File: config.mk
export PLATFORM = sky130hd
export DESIGN_NAME = uart_rx_core
export DESIGN_NICKNAME = d
export VERILOG_FILES = /design/src/rtl/uart_rx_core.sv
export SDC_FILE = /design/constraint.sdc
export NUM_CORES = 1
export LEC_CHECK = 0
export CAP_MARGIN = 40
export CORE_MARGIN = 2
export CORE_UTILIZATION = 40
export DETAILED_ROUTE_END_ITERATION = 16
export PLACE_DENSITY = 0.64
export SETUP_SLACK_MARGIN = 0.05
export SYNTH_ARGS = -nofsm -noshare
export SYNTH_HDL_FRONTEND = slang
export SYNTH_SLANG_ARGS = --single-unit
export TNS_END_PERCENT = 30
File: constraint.sdc
create_clock -name clk -period 3 [get_ports clk]
set_input_delay 0.6 -clock clk [delete_from_list [all_inputs] [get_ports clk]]
set_output_delay 0.6 -clock clk [all_outputs]
set_load 0.02 [all_outputs]
File: src/rtl/uart_rx_core.sv
// uart_rx_core: 8N1-style serial receiver driven by a 16x oversample tick.
// Synchronizes the asynchronous line, hunts for a start bit, samples each
// data bit at its centre, checks the stop bit, and reports either a good
// byte (rx_valid) or a framing error (rx_frame_err). A line held low after
// a framing error parks the receiver in BREAK until the line returns high.
module uart_rx_core #(
   parameter int DATA_BITS  = 8,
   parameter int OVERSAMPLE = 16
) (
   input  logic                 clk,
   input  logic                 rst,
   input  logic                 en_rx,
   input  logic                 rxd,
   output logic [DATA_BITS-1:0] rx_data,
   output logic                 rx_valid,
   output logic                 rx_frame_err,
   output logic                 rx_busy
);

   localparam int TW = $clog2(OVERSAMPLE);
   localparam int BW = (DATA_BITS > 1) ? $clog2(DATA_BITS) : 1;

   // Tick count at the centre of the start bit, and at the end of a full bit.
   localparam logic [TW-1:0] TICK_MID  = TW'(OVERSAMPLE / 2 - 1);
   localparam logic [TW-1:0] TICK_LAST = TW'(OVERSAMPLE - 1);
   localparam logic [BW-1:0] BIT_LAST  = BW'(DATA_BITS - 1);

   typedef enum logic [2:0] {
      S_IDLE,
      S_START,
      S_DATA,
      S_STOP,
      S_BREAK
   } state_t;

   state_t                 state;
   logic [1:0]             sync;
   logic                   rxs;
   logic [TW-1:0]          tick_cnt;
   logic [BW-1:0]          bit_cnt;
   logic [DATA_BITS-1:0]   shreg;

   // Two-flop synchronizer on the asynchronous line; resets to the idle level.
   always_ff @(posedge clk or posedge rst) begin
      if (rst) begin
         sync <= 2'b11;
      end else begin
         sync <= {sync[0], rxd};
      end
   end

   assign rxs     = sync[1];
   assign rx_busy = (state != S_IDLE);

   // Receive FSM: advances only on oversample ticks; strobes clear every clock.
   always_ff @(posedge clk or posedge rst) begin
      if (rst) begin
         state        <= S_IDLE;
         tick_cnt     <= '0;
         bit_cnt      <= '0;
         shreg        <= '0;
         rx_data      <= '0;
         rx_valid     <= 1'b0;
         rx_frame_err <= 1'b0;
      end else begin
         // NOTE: the strobes default low with non-blocking assignments; a later
         // assignment in this same block overrides it, so each strobe is one
         // clock wide without any separate clear logic.
         rx_valid     <= 1'b0;
         rx_frame_err <= 1'b0;

         if (en_rx) begin
            case (state)
               S_IDLE: begin
                  if (!rxs) begin
                     tick_cnt <= '0;
                     state    <= S_START;
                  end
               end

               S_START: begin
                  if (tick_cnt == TICK_MID) begin
                     if (!rxs) begin
                        // Start bit still low at its centre: a genuine frame.
                        tick_cnt <= '0;
                        bit_cnt  <= '0;
                        state    <= S_DATA;
                     end else begin
                        // Line went back high: noise, not a start bit.
                        state <= S_IDLE;
                     end
                  end else begin
                     tick_cnt <= tick_cnt + 1'b1;
                  end
               end

               S_DATA: begin
                  if (tick_cnt == TICK_LAST) begin
                     // LSB arrives first, so shift in from the top.
                     shreg    <= {rxs, shreg[DATA_BITS-1:1]};
                     tick_cnt <= '0;
                     bit_cnt  <= bit_cnt + 1'b1;
                     if (bit_cnt == BIT_LAST) begin
                        state <= S_STOP;
                     end
                  end else begin
                     tick_cnt <= tick_cnt + 1'b1;
                  end
               end

               S_STOP: begin
                  if (tick_cnt == TICK_LAST) begin
                     tick_cnt <= '0;
                     if (rxs) begin
                        rx_data  <= shreg;
                        rx_valid <= 1'b1;
                        state    <= S_IDLE;
                     end else begin
                        rx_frame_err <= 1'b1;
                        state        <= S_BREAK;
                     end
                  end else begin
                     tick_cnt <= tick_cnt + 1'b1;
                  end
               end

               S_BREAK: begin
                  // Wait for the line to be released so a held-low line
                  // cannot be mistaken for a stream of start bits.
                  if (rxs) begin
                     state <= S_IDLE;
                  end
               end

               default: begin
                  state <= S_IDLE;
               end
            endcase
         end
      end
   end

endmodule

==> results of run 1 <==
flip-flops by register name (all words and copies together), names as in the netlist:
name,flops
rx_frame_err,1
state,3
bit_cnt,3
rx_data,8
sync,2
rx_valid,1
tick_cnt,4
shreg,8
critical path, delay by kind of cell (launching register included):
family                 cells  cell delay [ns]
DFF                        1             0.56
and+or+nand+nor            1             0.53
buffers and inverters      1             0.55
where the power goes:
group | leakage, nW | switching (mW) | total, mW | internal (mW)
sequential | 0.396 | 0.110 | 0.575 | 0.466
combinational | 0.338 | 0.155 | 0.320 | 0.166
clock | 0.0343 | 0.138 | 0.250 | 0.113
total | 0.769 | 0.402 | 1.15 | 0.744
worst min path at each step:
stage | startpoint | endpoint | depth (start not counted)
floorplan | sync[0] | sync[1] | 0
global placement | sync[0] | sync[1] | 0
detailed placement | sync[0] | sync[1] | 0
CTS | sync[0] | sync[1] | 0
global route | sync[0] | sync[1] | 0
finish | sync[0] | sync[1] | 0
area by class of cell:
class,count,area (µm²)
fill,316,1742
sequential,30,753.2
multi-input combinational,71,636.9
timing repair buffer,15,147.6
tap,46,57.56
clock buffer,6,51.30
inverter,4,15.01
clock inverter,2,12.51
layer usage:
metal / part of all wire / routed length, µm / vias to the layer above
met5: 0 / 0 / -
li1: - / - / 436
met1: 0.46 / 1111 / 450
met2: 0.48 / 1142 / 28
met4: 0.011 / 26 / 0
met3: 0.048 / 115 / 4
stage by stage:
stage	power, mW	area [µm²]	setup slack [ns]	utilization	cells
after floorplan	0.8419	1465	1.217	-	111
after global placement	0.8887	1610	0.5777	0.4714	166
after detailed placement	0.9040	1610	0.5249	0.4714	166
after CTS	1.156	1674	0.4384	0.4901	174
after global routing	1.226	1674	0.3868	0.4901	174
final	1.146	1674	0.4523	0.4901	174
cell usage after synthesis (2+ instances only):
library cell	count	area, µm²
a22o_1	3	26.28
a31oi_1	2	12.51
buf_2	2	10.01
buf_6	2	22.52
dfrtp_1	28	700.7
dfstp_2	2	52.55
ha_1	3	37.54
inv_1	4	15.01
mux2_2	11	123.9
mux2_4	8	120.1
nand2_1	4	15.01
nor2_1	4	15.01
nor3_1	2	10.01
o21ai_0	6	30.03
or4b_1	2	20.02
kinds of logic after synthesis:
logic type | Yosys count | share of synthesized area
flip-flops | 30 | 0.5141
AO/OA/AOI/OAI | 20 | 0.09480
adder cells (fa/ha/maj) | 3 | 0.02562
AND/OR/NAND/NOR | 28 | 0.1418
buffers and inverters | 10 | 0.05124
multiplexers | 19 | 0.1665
XOR/XNOR | 1 | 0.005979
==> impl_metrics.toml, run 1 <==
[setup_path]
worstSetupStartpoint = "state[0]"
crit_slowest_cell = "dfrtp_1"
worstSetupEndpoint = "rx_busy"
slowest_delay_ns = 0.56
critPathArrivalTime_ns = 1.95
r2r_setup_slack_ns = 0.95
cp-start-kind = "flop"
rr_endpoint = "shreg[4]"
path_class = "reg -> out"
cp_cell_sequence = "or3_2 > clkdlybuf4s50_1"
reg2reg_depth = 5
cp-end-kind = "primary output"
critPathMaxFanout = 14
crit_required_ns = 2.40
r2r-start = "tick_cnt[1]"

[clock_network]
cts_resized = 0
clock-root-buffer = "clkbuf_4"
cts.path.max_buffers = 2
path_clk_slew_ns = 0.09
cts_buffers = 5
postCtsSetupRepairBufs = 0
cts_max_level = 2
clock_sinks = 30
insertion_delay_ns = 0.32
cts_hold_buf = 0
cts_tree = "built"

[timing]
holdWs_ns = 0.3608
tns_ns = 0
finalSetupViolations = 0
hold_viol_final = 0
slew_violations = 0
clock_skew_ns = 0.004455
relSlewSlack = 0.5907
worst_pin_slew_ns = 0.6132
fmax_ghz = 0.3925
grt_setup_unrepaired = "false"
min_period_ns = 2.548
timing.final.crit_share = 0.8492

[logic_synthesis]
ys.flop_type = "dfrtp_1"
synth_cell_type_count = 43
seq_area_frac_synth = 0.5141
post_synth.cell_area_avg_um2 = 13.20
syn_inst = 111
synthesis.nets = 118
netlist_area_um2 = 1465
ys_ff_latch = 30
yosys_warnings = 0
async_flop_share = 1.000
synth_edf_count = 0

[pwr]
peakVddDrop_uv = 288.8
p_per_area_nw_per_um2 = 684.6
leakagePower_nw = 0.7686

[die]
start_util = 0.4289
die_h_um = 64.52
core_region_area_um2 = 3416
ios = 15
std_cell_rows = 21
die_w_um = 64.52
die_area_um2 = 4163

[flow_run]
cap_viol_max_count = 0

[outcome]
outcome = "finished, final reports clean"

[global_route]
grt.total_usage = 0.1349
antenna_found_initial = 0
grt.met3_usage = 0.05382
grtUsageMet1 = 0.1796
use_met2 = 0.2031
grt_pass1_vias = 891
grt_pass1_wl_um = 4305
grt_most_used_layer = "met2"
grt_remaining_overflow = 0
grt_max_degree = 17

[route]
drc = 0
viasPerCell = 5.276
detailedRoute.firstPassIterationCount = 4
routed_wl_um = 2395
final_antenna_net_count = 0
avgRoutedWirePerCell_um = 13.76
vias = 918
drt_iter0_markers = 48

[finish]
layout_common_cells = "dfrtp_1, clkdlybuf4s50_1, mux2_2"
area_growth_pct = 14.26
num_antenna_cells = 0
layout_commonest_cell = "dfrtp_1"
drive_gt1_frac = 0.3125
final_net_count = 134

[placed_design]
place_hpwl_um = 1724
numPortBuffers = 14
globalplace.congestion = 0.8054

[hold_path]
hold_path_class = "reg -> reg"
Power figures use the tool's default switching activity.
==> inputs of run 2 (changes only) <==
Settings changed: PLACE_DENSITY 0.64 to 0.66.
Clock period 3 ns to 2.2 ns, I/O delays scaled along.
==> impl_metrics.toml, run 2 (synthesized netlist as in run 1, its figures left out) <==
[outcome]
outcome = "finished, final reports clean"

[setup_path]
path_buf_inv = 1
crit_slowest_cell = "dfrtp_2"
reg2reg_depth = 5
r2r-start = "tick_cnt[1]"
cp-start-kind = "flop"
critPathMaxFanout = 10
slowest_delay_ns = 0.50
cp-end-kind = "primary output"
cp_cell_sequence = "or3_2 > dlygate4sd2_1"
worstSetupStartpoint = "state[2]"
critPathArrivalTime_ns = 1.60
path_delay_family = "flip-flops"
path_class = "reg -> out"
cp.depth = 2
crit_required_ns = 1.76

[flow_run]
cap_viol_max_count = 0

[timing]
slew_violations = 0
holdWs_ns = 0.3607
worst_pin_slew_ns = 0.5205
relSlewSlack = 0.6475
grt_setup_unrepaired = "false"
hold_viol_final = 0
min_period_ns = 2.039
finalSetupViolations = 0
fmax_ghz = 0.4905
tns_ns = 0
clock_skew_ns = 0.02104
timing.final.crit_share = 0.9268

[finish]
layout_common_cells = "dfrtp_1, clkdlybuf4s50_1, mux2_2"
reg.largest.list = "rx_data (8), shreg (8), tick_cnt (4)"
fill_cells = 310
layout_commonest_cell = "dfrtp_1"
final_net_count = 141
stdcell_count = 181
num_antenna_cells = 0
drive_gt1_frac = 0.3556
area_growth_pct = 18.70

[route]
final_antenna_net_count = 0
vias = 968
drt_iter0_markers = 11
avgRoutedWirePerCell_um = 14.00
detailedRoute.firstPassIterationCount = 4
viasPerCell = 5.348
drc = 0
routed_wl_um = 2534

[pwr]
swShare = 0.3532
seq_power_share = 0.430
combinationalPowerShare = 0.351
clkPwrFrac = 0.219
switchingPower_mw = 0.5822
p_per_area_nw_per_um2 = 947.8
peakVddDrop_uv = 368.9
intPower_mw = 1.066
leakagePower_nw = 0.8053

[die]
die_area_um2 = 4163
ios = 15
core_region_area_um2 = 3416
die_h_um = 64.52
die_w_um = 64.52
start_util = 0.4289
std_cell_rows = 21

[global_route]
grt.total_usage = 0.1437
grt_pass1_vias = 971
grt_remaining_overflow = 0
grt_max_degree = 31
grt_pass1_wl_um = 4450
antenna_found_initial = 0

[placed_design]
globalplace.congestion = 0.7575
numPortBuffers = 14
dp_cells = 173
place_hpwl_um = 1744

[clock_network]
clock_sinks = 30
cts_buffers = 5
cts.path.max_buffers = 2
clock-root-buffer = "clkbuf_4"
cts_tree = "built"
cts_hold_buf = 0
path_clk_slew_ns = 0.10
insertion_delay_ns = 0.35
cts_max_level = 2

[hold_path]
hp-start = "sync[0]"
hold_path_class = "reg -> reg"
hold_path_depth = 0
-- run 2: changes by cell type in the layout (fill, tap and decap cells not counted), sizes merged --
cell | previous run | this run
clkdlybuf4s50 | 14 | 13
buf | 1 | 8
dlygate4sd2 | 0 | 1
-- run 2: final timing paths --
check / slack, ns / end
max: 0.16 / rx_busy
min: 0.36 / sync[1]
max reg2reg: 0.18 / shreg[4]
min reg2reg: 0.36 / sync[1]
max in group asynchronous: 1.49 / sync[1]
min in group asynchronous: 0.45 / rx_frame_err
-- run 2: what timing repair did --
action,4_1_cts,5_1_grt
resized for setup,2,0
setup buffers,0,0
endpoints found under the setup margin,1,0
-- run 2: layout make-up --
type / instances / area, µm² / share of cell area
multi-input combinational: 71 / 636.9 / 0.3662
inverter: 4 / 15.01 / 0.008633
timing repair buffer: 22 / 211.5 / 0.1216
sequential: 30 / 754.5 / 0.4338
tap: 46 / 57.56 / 0.03309
clock inverter: 2 / 12.51 / 0.007194
clock buffer: 6 / 51.30 / 0.02950
-- run 2: metrics by stage --
step | cell area, µm² | utilization | worst slack [ns] | total power, mW
after floorplan | 1465 | - | 0.4170 | 1.148
after global placement | 1675 | 0.4905 | -0.0006501 | 1.279
after detailed placement | 1675 | 0.4905 | -0.009720 | 1.300
after CTS | 1739 | 0.5092 | 0.1311 | 1.663
after global routing | 1739 | 0.5092 | 0.07473 | 1.759
final | 1739 | 0.5092 | 0.1611 | 1.648
-- run 2: layer usage --
metal	GRT usage	vias to the layer above	wire, µm
met3	0.04340	5	110
met4	0.08777	0	44
met2	0.2201	23	1203
li1	-	451	-
met1	0.1779	489	1175
met5	0	-	0
-- run 2: power groups by stage --
stage / clock network (mW) / logic, mW / registers (mW)
after floorplan: 0 / 0.445 / 0.703
after CTS: 0.374 / 0.581 / 0.707
after detailed placement: 0 / 0.584 / 0.716
after global placement: 0 / 0.569 / 0.710
after global routing: 0.400 / 0.636 / 0.723
final: 0.360 / 0.579 / 0.709
==> inputs of run 3 (changes only) <==
Settings changed: CTS_CLUSTER_DIAMETER set to 200.
==> results of run 3 <==
No change in the layout: final DEF, timing and power equal those of run 2.
